--- src/rtl/fetch_decode_buffer_if.sv ---
// Fetch/decode handshake bundle: instruction-memory side words plus flush/stall
// control in, decoded instruction out. The slave modport is the buffer itself.
interface fetch_decode_buffer_if;
  logic [15:0] in_instr;
  logic        in_valid;
  logic        in_ready;
  logic        flush;
  logic        stall;
  logic        out_valid;
  logic [15:0] out_instr;
  logic [15:0] out_imm;
  logic [4:0]  out_opcode;
  logic [2:0]  out_rsrc;
  logic [2:0]  out_rdst;

  modport master (
    output in_instr, in_valid, flush, stall,
    input  in_ready, out_valid, out_instr, out_imm, out_opcode, out_rsrc, out_rdst
  );

  modport slave (
    input  in_instr, in_valid, flush, stall,
    output in_ready, out_valid, out_instr, out_imm, out_opcode, out_rsrc, out_rdst
  );
endinterface

--- src/rtl/fetch_decode_buffer.sv ---
// Fetch/decode buffer: 2-entry word FIFO feeding a small assembler that pairs an
// IMM_OPC opcode word with the immediate word following it.
// Optional build macro DECODE_PERF_EN adds stall_cycles/flush_count counters.
module fetch_decode_buffer #(
  parameter logic [4:0] IMM_OPC = 5'd12
) (
  input  logic                  clk,
  input  logic                  rst,
  fetch_decode_buffer_if.slave  bus
`ifdef DECODE_PERF_EN
  ,
  output logic [15:0]           stall_cycles,
  output logic [15:0]           flush_count
`endif
);

  typedef enum logic {S_OP, S_IMM} state_t;

  logic [15:0] mem [2];
  logic        wr_ptr;
  logic        rd_ptr;
  logic [1:0]  count;

  state_t      state;
  logic [15:0] hold;
  logic        out_valid_q;
  logic [15:0] out_instr_q;
  logic [15:0] out_imm_q;

  logic        in_ready;
  logic        slot_free;
  logic        push;
  logic        pop;
  logic [15:0] head;

  assign in_ready  = (count < 2'd2);
  assign slot_free = !out_valid_q || !bus.stall;
  assign push      = bus.in_valid && in_ready && !bus.flush;
  assign pop       = (count != 2'd0) && slot_free && !bus.flush;
  assign head      = mem[rd_ptr];

  assign bus.in_ready   = in_ready;
  assign bus.out_valid  = out_valid_q;
  assign bus.out_instr  = out_instr_q;
  assign bus.out_imm    = out_imm_q;
  assign bus.out_opcode = out_instr_q[15:11];
  assign bus.out_rsrc   = out_instr_q[10:8];
  assign bus.out_rdst   = out_instr_q[7:5];

  // Word FIFO storage, pointers and occupancy; flush empties it.
  always_ff @(posedge clk or negedge rst) begin
    if (!rst) begin
      mem[0] <= '0;
      mem[1] <= '0;
      wr_ptr <= 1'b0;
      rd_ptr <= 1'b0;
      count  <= '0;
    end else if (bus.flush) begin
      wr_ptr <= 1'b0;
      rd_ptr <= 1'b0;
      count  <= '0;
    end else begin
      if (push) begin
        mem[wr_ptr] <= bus.in_instr;
        wr_ptr      <= ~wr_ptr;
      end
      if (pop) begin
        rd_ptr <= ~rd_ptr;
      end
      count <= count + {1'b0, push} - {1'b0, pop};
    end
  end

  // Opcode/immediate assembly FSM with registered decode outputs.
  always_ff @(posedge clk or negedge rst) begin
    if (!rst) begin
      state       <= S_OP;
      hold        <= '0;
      out_valid_q <= 1'b0;
      out_instr_q <= '0;
      out_imm_q   <= '0;
    end else if (bus.flush) begin
      state       <= S_OP;
      hold        <= '0;
      out_valid_q <= 1'b0;
      out_instr_q <= '0;
      out_imm_q   <= '0;
    end else if (pop) begin
      case (state)
        S_OP: begin
          if (head[15:11] != IMM_OPC) begin
            out_instr_q <= head;
            out_imm_q   <= '0;
            out_valid_q <= 1'b1;
          end else begin
            hold        <= head;
            out_valid_q <= 1'b0;
            state       <= S_IMM;
          end
        end
        S_IMM: begin
          out_instr_q <= hold;
          out_imm_q   <= head;
          out_valid_q <= 1'b1;
          state       <= S_OP;
        end
        default: state <= S_OP;
      endcase
    end else if (out_valid_q && !bus.stall) begin
      out_valid_q <= 1'b0;
    end
  end

`ifdef DECODE_PERF_EN
  // Stall/flush event counters; wrap naturally, cleared only by reset.
  always_ff @(posedge clk or negedge rst) begin
    if (!rst) begin
      stall_cycles <= '0;
      flush_count  <= '0;
    end else begin
      if (bus.stall && out_valid_q) stall_cycles <= stall_cycles + 16'd1;
      if (bus.flush)                flush_count  <= flush_count + 16'd1;
    end
  end
`endif

endmodule

--- src/flat_wrapper.sv ---
// flat-port wrapper written by rule: the top's interface ports become plain ports
module fetch_decode_buffer_flat 
#(
  parameter logic [4:0] IMM_OPC = 5'd12
)
  (clk, rst, bus_in_instr, bus_in_valid, bus_flush, bus_stall, bus_in_ready, bus_out_valid, bus_out_instr, bus_out_imm, bus_out_opcode, bus_out_rsrc, bus_out_rdst);
  fetch_decode_buffer_if bus_i ();
  input  logic clk;
  input  logic rst;
  input wire logic [$bits(bus_i.in_instr)-1:0] bus_in_instr;
  input wire logic [$bits(bus_i.in_valid)-1:0] bus_in_valid;
  input wire logic [$bits(bus_i.flush)-1:0] bus_flush;
  input wire logic [$bits(bus_i.stall)-1:0] bus_stall;
  output wire logic [$bits(bus_i.in_ready)-1:0] bus_in_ready;
  output wire logic [$bits(bus_i.out_valid)-1:0] bus_out_valid;
  output wire logic [$bits(bus_i.out_instr)-1:0] bus_out_instr;
  output wire logic [$bits(bus_i.out_imm)-1:0] bus_out_imm;
  output wire logic [$bits(bus_i.out_opcode)-1:0] bus_out_opcode;
  output wire logic [$bits(bus_i.out_rsrc)-1:0] bus_out_rsrc;
  output wire logic [$bits(bus_i.out_rdst)-1:0] bus_out_rdst;
  assign bus_i.in_instr = bus_in_instr;
  assign bus_i.in_valid = bus_in_valid;
  assign bus_i.flush = bus_flush;
  assign bus_i.stall = bus_stall;
  assign bus_in_ready = bus_i.in_ready;
  assign bus_out_valid = bus_i.out_valid;
  assign bus_out_instr = bus_i.out_instr;
  assign bus_out_imm = bus_i.out_imm;
  assign bus_out_opcode = bus_i.out_opcode;
  assign bus_out_rsrc = bus_i.out_rsrc;
  assign bus_out_rdst = bus_i.out_rdst;
  fetch_decode_buffer #(.IMM_OPC(IMM_OPC)) u_core (.clk(clk), .rst(rst), .bus(bus_i));
endmodule
--- config.mk ---
export PLATFORM = sky130hd
export DESIGN_NAME = fetch_decode_buffer_flat
export DESIGN_NICKNAME = d
export VERILOG_FILES = /design/src/rtl/fetch_decode_buffer_if.sv /design/src/rtl/fetch_decode_buffer.sv /design/src/flat_wrapper.sv
export SDC_FILE = /design/constraint.sdc
export NUM_CORES = 1
export LEC_CHECK = 0
export ABC_AREA = 1
export CAP_MARGIN = 10
export CORE_UTILIZATION = 35
export DETAILED_ROUTE_END_ITERATION = 16
export PLACE_DENSITY = 0.64
export SYNTH_ARGS = -nofsm -noshare
export SYNTH_HDL_FRONTEND = slang
export SYNTH_SLANG_ARGS = --single-unit
--- constraint.sdc ---
create_clock -name clk -period 3 [get_ports clk]
set_input_delay 0.75 -clock clk [delete_from_list [all_inputs] [get_ports clk]]
set_output_delay 0.75 -clock clk [all_outputs]
set_load 0.005 [all_outputs]
---- Word-level counts from Yosys, hierarchy flattened ----
Index checks and enable logic that the tools add are counted.
cells by class
  add/sub/neg operators ................... 2
  $lt $le $gt $ge ......................... 4
  equal/unequal tests ..................... 4
  mux-type cells .......................... 32
  bitwise operators ....................... 6
  reduce and logical (&&, ||, !) cells .... 17
operators with widths
  cell                                                       number
  2-to-1 mux 16 bit                                          14
  one-hot mux 16 bit (2 select lines)                        2
  bitwise mux 32 bit                                         1
  demux 16 bit (select 1 bit)                                1
  2-to-1 mux 1 bit                                           11
  logical AND 1 bit                                          6
  nonzero test 2 bit                                         3
  != test 5 x 4 -> 1 bit (second input constant)             1
  greater-or-equal comparator 2 bit (second input constant)  2
  != test 2 bit (second input constant)                      2
  NOT 1 bit                                                  4
  NOT 1 -> 2 bit                                             2
  one-hot mux 1 bit (2 select lines)                         2
  AND reduction 2 bit                                        2
  logical NOT 1 bit                                          3
  != test 3 x 2 -> 1 bit (second input constant)             1
  AND reduction 3 bit                                        1
  nonzero test 3 bit                                         1
  adder 2 x 1 -> 2 bit                                       1
  < comparator 2 x 1 -> 1 bit (second input constant)        1
  < comparator 2 bit (second input constant)                 1
  2-to-1 mux 2 bit                                           1
  subtractor 2 x 1 -> 2 bit                                  1
  logical OR 1 bit                                           1
storage, ports and cells
  bits in registers ....................... 86
  bits of input ports ..................... 21
  output and inout port bits .............. 45
  logic and storage cells ................. 75

---- Logic depth before layout (Yosys ltp) ----
Gate-level depths: netlist (run 1).
  depth after elaboration ................. 9
  gate-level depth with buffers ........... 11
  mapped depth without buffers ............ 9

---- Worst setup path before layout (run 1) ----
OpenSTA, ideal clock, no wires.
  path type ............................... input to register
  from .................................... in bus_stall
  to ...................................... reg u_core.count[1]
  library setup time ...................... 120 ps
  arrival time ............................ 2054 ps
  required time ........................... 2880 ps
  path slack .............................. 826 ps
  stages on the path ...................... 9
  path buffers ............................ 1
  cells stage by stage .................... nand2_1 > o21ai_0 > nor2_2 > clkbuf_1 > ha_1 > inv_1 > ha_1 > xor2_1 > nor2_1
between the ends
  word-level cells in the longest chain between the ends .. 6
RTL lines
  item                             RTL line                   source
  start, declared                  flat_wrapper.sv:13         input wire logic [$bits(bus_i.stall)-1:0] bus_stall;
  logical NOT 1 bit                fetch_decode_buffer.sv:37  assign slot_free = !out_valid_q || !bus.stall;
  logical OR 1 bit                 fetch_decode_buffer.sv:37
  logical AND 1 bit (2 in series)  fetch_decode_buffer.sv:39  assign pop = (count != 2'd0) && slot_free && !bus.flush;
  subtractor 2 x 1 -> 2 bit        fetch_decode_buffer.sv:70  count <= count + {1'b0, push} - {1'b0, pop};
  2-to-1 mux 2 bit                 fetch_decode_buffer.sv:58  end else if (bus.flush) begin
  end signal, assigned             fetch_decode_buffer.sv:70
  end, declared                    fetch_decode_buffer.sv:22  logic [1:0] count;
Every way passes these cells.
A chain may end at the register's enable or synchronous reset.

---- Worst setup path in the final report (run 1) ----
  from .................................... reg u_core.rd_ptr
  to ...................................... reg u_core.out_instr_q[7], in the netlist u_core.bus.out_instr[7]
between the ends
  word-level cells in the longest chain between the ends .. 8
  elaborated cells between the ends (all ways) .. 11
  those cells by class .................... eq/ne (2); mux (7); bitwise (1); reduce/logical (1)
RTL lines
  item                                                       RTL line                    source
  start, declared                                            fetch_decode_buffer.sv:21   logic rd_ptr;
  start signal, assigned                                     fetch_decode_buffer.sv:68   rd_ptr <= ~rd_ptr;
  NOT 1 -> 2 bit (implied by the code) (*)                   fetch_decode_buffer.sv:40   assign head = mem[rd_ptr];
  2-to-1 mux 16 bit (implied by the code) (*) (3 in series)  fetch_decode_buffer.sv:40
  2-to-1 mux 16 bit                                          fetch_decode_buffer.sv:91   if (head[15:11] != IMM_OPC) begin
  one-hot mux 16 bit (2 select lines)                        fetch_decode_buffer.sv:89   case (state)
  2-to-1 mux 16 bit                                          fetch_decode_buffer.sv:88   end else if (pop) begin
  2-to-1 mux 16 bit                                          fetch_decode_buffer.sv:82   end else if (bus.flush) begin
  end signal, assigned                                       fetch_decode_buffer.sv:102  out_instr_q <= hold;
  end, declared                                              fetch_decode_buffer.sv:27   logic [15:0] out_instr_q;
Every way passes the cells marked *; elsewhere a longest branch is shown, timed or not. The select of a mux whose other input is x is not followed.

==> metrics.md, run 1 <==
| Metric | Value |
|---|---|
| Status | complete, no violations |
| CTS tree | done |
| Area after DPL | approximately 4600 sq um |
| Worst Setup Start Kind | flip-flop |
| Fmax | about 440 MHz |
| Reg-to-reg slack, setup | between 0.7 and 0.8 ns |
| Critical path class | reg2reg |
| RePlAce Congestion | roughly 0.82 |
| # DRC | 0 |
| Final Core Density | 0.437 |
| Final net count | 540 |
| Clk sinks | 86 |
| Setup violations, final | 0 |
| Non-filler cells, final | 662 |
| Clk buf depth | 2 |
| P_sw | about 1.4 mW |
| Area delta synth->final | 21.6% |
| XOR/XNOR Fraction of Synth Area | 0.00449 |
| DP Worst Slack | 0.625 ns |
| Main combinational cell family by area after synthesis | simple AND/OR/NAND/NOR gates |
| CP most frequent cell | nand2_1 |
| Drt total wl | 8420 um |
| Fin crit period | around 2.3 ns |
| RR Endpoint | u_core.bus.out_instr[7] |
| WHS | 0.372 ns |
| Worst endpoint data arrival time | ~2.5 ns |
| Most frequent cells in the layout | nand2_1, dfrtp_1, clkdlybuf4s50_1, o21ai_0, inv_1 |
| Mapped Cells | between 400 and 500 |
| Largest net degree at the start of global routing | 87 |
| Synth warn | 0 |
| Post-CTS sizing | 0 |
| Cell Rows | 38 |
| PnR Total Power | about 3.7 mW |
| CTS H-tree lvls | 3 |
| Worst Path Max Fanout | 18 |
| Setup TNS | 0 ns |
| Combinational fraction of design power | 0.348 |
| Initial DRC Count | roughly 130 |
| Via density | approximately 4.6 |
| Clk pwr share | 0.196 |
| First-pass detailed-route iteration total | 4 |
| R2R cell count | 7 |
| Max stage delay on crit path | ~0.70 ns |
| ANT nets after route | 0 |
| Root buffer cell | clkbuf_8 |
| Die area | about 12000 sq um |
| Core area | roughly 11000 sq um |
| GRT Resource Usage Total | 0.161 |
| Origin of the critical flop-to-flop path | u_core.rd_ptr |
| Die width | between 100 and 150 um |
| Wirelength per Cell | 12.7 um |
| Pwr dens | a little under 800 nW/um^2 |
| Share of cells above drive strength 1 | 0.0632 |
| Critical path, cell by cell | inv_4 -> nand2_1 -> nand2_1 -> nor2_4 -> nand2_1 -> nand4_1 -> nand2_1 |
| Largest delay share family, worst path | simple AND/OR/NAND/NOR gates |
| I/O pins | 66 |
| Yosys reg bits | between 80 and 90 |
| First-pass GRT wire length | approximately 15000 um |
| Clk_skew | 0.00991 ns |
| Post CTS Setup Buffer Count | 0 |
| Share of power burned in registers | 0.456 |
| Fin area | between 4000 and 5000 sq um |
| Hold/Removal Path Class | in2async |
| Crit. End Element | flip-flop |
| CP bufs+invs | 1 |
| Die H | around 110 um |
| Initial Utilization | 0.360 |
| Most common cell after layout, fill and taps aside | nand2_1 |
| Sw frac | 0.368 |
| Req. time, crit path | approximately 3.3 ns |
| Slowest-stage cell, CP | dfrtp_1 |
| Register area share after synthesis | 0.552 |
| Total vias in the final route | about 3100 |
| Dpl hpwl | approximately 6000 um |
| PortBufs | 65 |
| Pin slew with the least headroom to its limit | roughly 0.56 ns |
| # placed instances | roughly 650 |
| Synthesized Nets | just under 500 |
| Initial antenna violation count | 0 |
| Post-Synth Simple-Gate Area | 0.280 |
| Fin. Hold Viols | 0 |
| CP Depth | 7 |
| Number of buffers inserted by hold repair at cts | 0 |
| Syn_area_per_cell | between 8 and 9 sq um |
| Synth Area in Adders | 0.00642 |
| Relative slew slack | 0.626 |
| Leakage | 2.42 nW |
| Compound-Gate Fraction of Synth Area | 0.0674 |
| Pint | around 2.3 mW |
| Number of max-cap violations | 0 |
| Number of diodes | 0 |
| Final Cycle Share | 0.757 |
| Worst vdd ir | 0.000270 V |
| Unrepaired setup endpoints after global routing | no |
| CTS Buf Count | 9 |
| Slew Limit Fails | 0 |
| Mux contribution to synthesized area | 0 |
| Mapped Area | just under 4000 sq um |
| Worst skew pair latency | approximately 0.36 ns |
| Final setup margin | about 0.73 ns |
| Synth unique cells | 26 |
| Aggregate global routing overflow | 0 |
| CTS clock-pin slew for the worst setup and hold paths | approximately 0.090 ns |
| Vias in the first global route | 2932 |
[how the worst max path moves through the flow]
stage,from,end,slack [ns]
floorplan,bus_stall,u_core.count[1],0.83
detailed placement,bus_stall,u_core.count[1],0.62
global placement,bus_flush,u_core.bus.out_instr[3],0.66
global route,u_core.rd_ptr,u_core.bus.out_instr[7],0.50
finish,u_core.rd_ptr,u_core.bus.out_instr[7],0.73
CTS,u_core.state,u_core.bus.out_instr[7],0.73
[cell usage after synthesis]
master / n / area [sq um]
a31oi_1: 5 / 31.3
o21ai_0: 41 / 205
nand2_4: 1 / 11.3
nand4_1: 15 / 93.8
nor2_2: 1 / 6.26
buf_6: 4 / 45.0
nor2_1: 9 / 33.8
dfrtp_1: 86 / 2150
xnor2_1: 1 / 8.76
o21ai_1: 1 / 5.00
nand3_2: 2 / 20.0
nand3_1: 27 / 135
o22ai_1: 1 / 6.26
clkbuf_1: 13 / 48.8
xor2_1: 1 / 8.76
inv_2: 1 / 3.75
nor2_4: 3 / 33.8
a21oi_1: 3 / 15.0
inv_1: 33 / 124
buf_1: 1 / 3.75
ha_1: 2 / 25.0
buf_4: 11 / 82.6
buf_2: 7 / 35.0
nand2_1: 199 / 747
nand2_2: 2 / 12.5
inv_4: 1 / 6.26
[layer usage]
layer | up-vias | share of wire | GRT usage
li1 | 1569 | - | -
met1 | 1393 | 0.50 | 0.230
met2 | 83 | 0.43 | 0.240
met3 | 15 | 0.051 | 0.0285
met4 | 0 | 0.021 | 0.0656
met5 | - | 0 | 0
[power groups by stage]
stage / logic [mW] / registers, mW / clock network, mW
4_1_cts: 1.30 / 1.70 / 0.742
3_3_place_gp: 1.26 / 1.71 / 0
2_1_floorplan: 0.879 / 1.65 / 0
5_1_grt: 1.47 / 1.74 / 0.797
6_report: 1.29 / 1.69 / 0.729
3_5_place_dp: 1.30 / 1.72 / 0
[registers in the layout (all words and copies together), names as in the netlist]
register,count
u_core.count,2
u_core.state,1
u_core.rd_ptr,1
u_core.bus.out_imm,16
u_core.wr_ptr,1
u_core.mem,32
u_core.bus.out_instr,16
u_core.bus.out_valid,1
u_core.hold,16
[layout make-up]
class	count	area (sq um)
Fill cell	1127	6100
Sequential cell	86	2150
Multi-Input combinational cell	314	1400
Timing Repair Buffer	71	706
Tap cell	140	175
Clock buffer	11	141
Inverter	35	134
Clock inverter	5	35.0
[cell families (layout without fill, tap and decap cells)]
group           count (synthesis)  count (layout)
fa+ha+maj                       2               2
simple gates                  259             259
xor+xnor                        2               2
compound gates                 51              51
buf+inv                        71             122
flops                          86              86
Note: power is estimated with default switching activity, not from simulation.
==> run 2, diff against run 1 <==
PLACE_DENSITY = 0.66   (was 0.64)
clock period = 2 ns   (was 3 ns; I/O delays follow)
==> run 2 against run 1 <==
Effect of this change: hold slack worse by 0.27 ns; count of clock-buffer cells in the layout fell by 1; clock skew rose by 0.0028 ns; final area grew 4.1%; critical endpoint is now bus_in_ready; largest cell class unchanged.
==> metrics.md, run 2 (same netlist as run 1, synthesis figures left out) <==
| Metric | Value |
|---|---|
| Slew Limit Fails | 0 |
| CTS clock-pin slew for the worst setup and hold paths | roughly 0.090 ns |
| Final Cycle Share | 0.925 |
| Share of cells above drive strength 1 | 0.0950 |
| CTS tree | done |
| Setup TNS | 0 ns |
| Final setup margin | 0.150 ns |
| Relative slew slack | 0.673 |
| Wirelength per Cell | ~13 um |
| Die H | roughly 110 um |
| Critical path class | reg2out |
| Core area | 10800 sq um |
| Dpl hpwl | roughly 6100 um |
| Max reg flops | 32 |
| Hold/Removal Path Class | in2async |
| Clk sinks | between 80 and 90 |
| GRT Resource Usage Total | 0.164 |
| PnR Total Power | approximately 6 mW |
| # placed instances | about 660 |
| Via density | about 4.6 |
| Largest net degree at the start of global routing | 40 |
| Clk buf depth | 2 |
| Status | complete, no violations |
| Vias in the first global route | just over 3000 |
| # DRC | 0 |
| Non-filler cells, final | roughly 680 |
| FILL cells | 1097 |
| PortBufs | 65 |
| R2R cell count | 9 |
| Worst vdd ir | 0.000458 V |
| Initial antenna violation count | 0 |
| Final net count | approximately 560 |
| Cell Rows | 38 |
| Largest Register | u_core.mem |
| Clk_skew | ~0.013 ns |
| Worst Setup Start Kind | flip-flop |
| Pwr dens | 1210 nW/um^2 |
| Area delta synth->final | 26.6% |
| CTS H-tree lvls | 3 |
| Most frequent cells in the layout | nand2_1, dfrtp_1, clkdlybuf4s50_1, o21ai_0, inv_1 |
| Leakage | between 2 and 3 nW |
| Number of buffers inserted by hold repair at cts | 0 |
| First-pass detailed-route iteration total | 4 |
| Drt total wl | around 8500 um |
| Post CTS Setup Buffer Count | 0 |
| Req. time, crit path | about 1.5 ns |
| Number of max-cap violations | 0 |
| Fmax | 541 MHz |
| I/O pins | 66 |
| Number of diodes | 0 |
| ANT nets after route | 0 |
| DP Worst Slack | -0.0600 ns |
| Worst endpoint data arrival time | between 1 and 1.5 ns |
| Die area | around 12000 sq um |
| Initial DRC Count | ~170 |
| Aggregate global routing overflow | 0 |
| Die width | ~110 um |
| First-pass GRT wire length | 14700 um |
| Most common cell after layout, fill and taps aside | nand2_1 |
| CTS Buf Count | 9 |
| RePlAce Congestion | roughly 0.85 |
| Crit. End Element | primary output |
| Root buffer cell | clkbuf_8 |
| Fin crit period | approximately 1.8 ns |
| Fin. Hold Viols | 0 |
| Worst skew pair latency | 0.36 ns |
| Pin slew with the least headroom to its limit | around 0.5 ns |
| Unrepaired setup endpoints after global routing | no |
| Total vias in the final route | 3147 |
| Worst Path Max Fanout | 3 |
| Setup violations, final | 0 |
| Initial Utilization | 0.360 |
-- run 2: cell count changes in the layout (fill, tap and decap cells not counted), sizes merged --
| cell | change |
|---|---|
| clkinvlp | +1 |
| inv | +1 |
| clkinv | -3 |
| bufinv | +2 |
| clkbuf | -1 |
| buf | +15 |
-- run 2: report_power, final --
part           internal [mW]  leakage [nW]  switching, mW  total, mW
Clock                  0.743         0.109          0.629       1.37
Combinational          0.944          1.27           1.16       2.11
Sequential              2.21          1.14          0.296       2.51
-- run 2: cell type report --
| class | count | area (sq um) | area share |
|---|---|---|---|
| Sequential cell | 86 | 2150 | 0.436 |
| Multi-Input combinational cell | 314 | 1400 | 0.284 |
| Timing Repair Buffer | 86 | 843 | 0.171 |
| Tap cell | 140 | 175 | 0.0355 |
| Clock buffer | 10 | 138 | 0.0279 |
| Inverter | 35 | 134 | 0.0271 |
| Clock inverter | 6 | 92.6 | 0.0188 |
-- run 2: stage by stage --
step                hold WS, ns   util  cell area (sq um)
floorplan                 0.204      -               3900
detailed placement        0.460  0.434               4700
global placement          0.454  0.434               4700
global route              0.131  0.455               4940
finish                   0.0978  0.455               4940
CTS                       0.105  0.455               4930
-- run 2: final timing paths --
kind,slack [ns],from,to
min in group clk,0.48,u_core.bus.out_instr[1],u_core.bus.out_instr[1]
hold / removal,0.1,rst,u_core.hold[12]
setup / recovery,0.15,u_core.count[1],bus_in_ready
hold reg to reg,0.48,u_core.bus.out_instr[1],u_core.bus.out_instr[1]
setup reg to reg,0.24,u_core.rd_ptr,u_core.bus.out_instr[2]
max in group asynchronous,1.24,rst,u_core.mem[4]
-- run 2: repair_timing --
item,in CTS,in global routing
gates resized for setup,0,2
endpoints found under the setup margin,0,29
endpoints found under the hold margin,0,0
-- run 2: routing by layer --
| layer | track usage | vias up | wire length [um] |
|---|---|---|---|
| met2 | 0.239 | 99 | 3620 |
| met5 | 0 | - | 0 |
| met3 | 0.0297 | 17 | 528 |
| met1 | 0.235 | 1427 | 4120 |
| li1 | - | 1604 | - |
| met4 | 0.0802 | 0 | 249 |
-- run 2: worst max-delay path: stages, from the launching register on --
cell             delay, ns
dfrtp_1               0.41
inv_1                 0.08
clkdlybuf4s50_1       0.50
==> run 3, diff against run 2 <==
ABC_AREA = 0   (was 1)
==> run 3 against run 2 <==
Effect of this change: highest routed layer unchanged; clock power is 27% higher; final cell count down 23%; worst setup slack worse by 0.10 ns; first-iteration DRC count down 38%; maximum frequency shrank 5.4%; utilization rose by 1.0 points; count of clock-buffer cells in the layout up 1; sequential cell count did not move; power rose by 13%.
==> metrics.md, run 3 <==
| Metric | Value |
|---|---|
| Aggregate global routing overflow | 0 |
| Cell Rows | 38 |
| Setup TNS | 0 ns |
| CTS H-tree lvls | 3 |
| Pin slew with the least headroom to its limit | between 0.4 and 0.5 ns |
| Total vias in the final route | about 2600 |
| Die area | roughly 12000 sq um |
| Clk buf depth | 2 |
| Vias in the first global route | about 2600 |
| Final setup margin | around 0.045 ns |
| Clk pwr share | 0.257 |
| Non-filler cells, final | 522 |
| Max reg flops | 32 |
| Initial Utilization | 0.362 |
| DP Worst Slack | -0.299 ns |
| Fin crit period | just under 2 ns |
| Main combinational cell family by area after synthesis | multiplexers |
| Clk sinks | 86 |
| FILL cells | slightly below 1000 |
| Synth warn | 0 |
| Yosys reg bits | 86 |
| Share of power burned in registers | 0.383 |
| Fin area | slightly above 5000 sq um |
| Synth area leader | dfrtp_1 |
| Worst endpoint data arrival time | between 2 and 2.5 ns |
| GRT Resource Usage Total | 0.153 |
| Most frequent cells in the layout | dfrtp_1, clkdlybuf4s50_1, mux2_2, mux2i_1, nor2_1 |
| Multi-input logic area | approximately 1600 sq um |
| P_sw | 2.09 mW |
| Mapped Area | 3950 sq um |
| CP bufs+invs | 2 |
| Root buffer cell | clkbuf_16 |
| Wirelength per Cell | between 15 and 20 um |
| Register area share after synthesis | 0.544 |
| Number of max-cap violations | 0 |
| Status | complete, no violations |
| Fin. Hold Viols | 0 |
| Critical path class | in2reg |
| Core area | approximately 11000 sq um |
| Combinational fraction of design power | 0.360 |
| Area delta synth->final | 28.8% |
| Crit. End Element | flip-flop |
| Clk_skew | around 0.0092 ns |
| Hold/Removal Path Class | in2async |
| Fmax | between 500 and 600 MHz |
| CTS tree | done |
| # placed instances | 506 |
| Final net count | 400 |
| Syn_area_per_cell | 12.6 sq um |
| Initial DRC Count | about 110 |
| Pwr dens | between 1000 and 1500 nW/um^2 |
| Unrepaired setup endpoints after global routing | no |
| Relative slew slack | 0.674 |
| Synthesized Nets | around 340 |
| First-pass detailed-route iteration total | 5 |
| # DRC | 0 |
| PnR Total Power | 6.78 mW |
| Slew Limit Fails | 0 |
| Post-Synth Simple-Gate Area | 0.0880 |
| Most common cell in the netlist | dfrtp_1 |
| Max stage delay on crit path | 0.52 ns |
| Req. time, crit path | around 2.2 ns |
| First-pass GRT wire length | 13600 um |
| Slowest-stage cell, CP | clkdlybuf4s50_1 |
| Critical path, cell by cell | clkdlybuf4s50_1 -> o2bb2ai_1 -> nor2_1 -> ha_1 -> inv_1 -> ha_1 -> xnor2_2 -> xnor2_1 -> nor2_1 |
| Sw frac | 0.309 |
| CTS Buf Count | 9 |
| Synth cell count leaders | dfrtp_1, mux2_2, mux2i_1 |
| I/O pins | between 60 and 70 |
| Top cells by area, synth | dfrtp_1, mux2_2, mux2i_1 |
| Area after DPL | roughly 4800 sq um |
| Dpl hpwl | 5800 um |
| Largest delay share family, worst path | buffers and inverters |
| PortBufs | 65 |
| CTS clock-pin slew for the worst setup and hold paths | 0.06 ns |
| Die H | approximately 110 um |
| Number of diodes | 0 |
| Post-synth EDFFs | 0 |
| Final Core Density | 0.466 |
| Mux contribution to synthesized area | 0.172 |
| WHS | ~0.12 ns |
| Worst Path Max Fanout | 3 |
| Setup violations, final | 0 |
| Initial antenna violation count | 0 |
| Pint | 4.69 mW |
| Post CTS Setup Buffer Count | 0 |
| XOR/XNOR Fraction of Synth Area | 0.00886 |
| Largest net degree at the start of global routing | 54 |
| Top_reg_cell synth | dfrtp_1 |
| Worst vdd ir | ~0.00053 V |
| Compound-Gate Fraction of Synth Area | 0.115 |
| Mapped Cells | roughly 310 |
| Worst Setup Start Kind | input port |
| Leakage | 2.20 nW |
| Via density | between 4 and 5 |
| Die width | roughly 110 um |
| Largest Register | u_core.mem |
| FF/Latch Area | 2150 sq um |
| Most common cell after layout, fill and taps aside | dfrtp_1 |
| RePlAce Congestion | about 0.73 |
| Final Cycle Share | 0.977 |
| FFs w/ async S/R, synth | 1.00 |
| Drt total wl | slightly above 8000 um |
| Share of cells above drive strength 1 | 0.196 |
| Synth unique cells | 34 |
| Worst skew pair latency | 0.33 ns |
| ANT nets after route | 0 |
| Synth Area in Adders | 0.00633 |
| Top cell type's share of synthesized area | 0.544 |
==> run 3: cell count changes in the layout (fill, tap and decap cells not counted), moves of 17 or more <==
| cell | before | now |
|---|---|---|
| nand2_1 | 198 | 2 |
| nand2b_1 | 0 | 17 |
| mux2i_1 | 0 | 32 |
| nand3_1 | 27 | 0 |
| mux2_2 | 0 | 32 |
| inv_1 | 33 | 16 |
| o21ai_0 | 41 | 2 |
| o2bb2ai_1 | 0 | 17 |
==> run 3: kinds of logic after synthesis <==
group / after synthesis
AND/OR/NAND/NOR: 58
flip-flops: 86
multiplexers: 64
adder cells (fa/ha/maj): 2
buffers and inverters: 47
AO/OA/AOI/OAI: 52
XOR/XNOR: 4
==> run 3: cell type report <==
type	count	share of cell area
sequential	86	0.423
multi-input combinational	180	0.305
clock inverter	5	0.0165
inverter	16	0.0118
tap	140	0.0344
timing repair buffer	84	0.164
clock buffer	11	0.0457
==> run 3: power groups by stage <==
stage / sequential, mW / clock (mW) / combinational [mW]
detailed placement: 2.63 / 0 / 2.45
global route: 2.67 / 1.87 / 2.67
floorplan: 2.54 / 0 / 1.61
global placement: 2.61 / 0 / 2.39
CTS: 2.60 / 1.78 / 2.45
finish: 2.60 / 1.74 / 2.44
==> run 3: layer usage <==
metal / global-route usage / share of wire
met5: 0 / 0
met1: 0.218 / 0.48
met4: 0.0521 / 0.012
met2: 0.226 / 0.46
met3: 0.0368 / 0.050
==> run 3: worst paths after layout <==
kind | from | to | slack (ns) | cells past startpoint
max in group asynchronous | rst | u_core.mem[22] | 1.28 | 2
worst min register to register | u_core.bus.out_imm[9] | u_core.bus.out_imm[9] | 0.49 | 1
min in group clk | bus_flush | u_core.count[1] | 0.37 | 2
worst min-delay path | rst | u_core.bus.out_instr[9] | 0.12 | 1
worst max-delay path | bus_stall | u_core.count[1] | 0.05 | 9
worst max register to register | u_core.count[1] | u_core.count[1] | 0.27 | 8
==> run 3: what timing repair did <==
| action | CTS | global route |
|---|---|---|
| setup endpoints to repair | 0 | 1 |
| resized for setup | 0 | 1 |
| hold buffers | 0 | 0 |
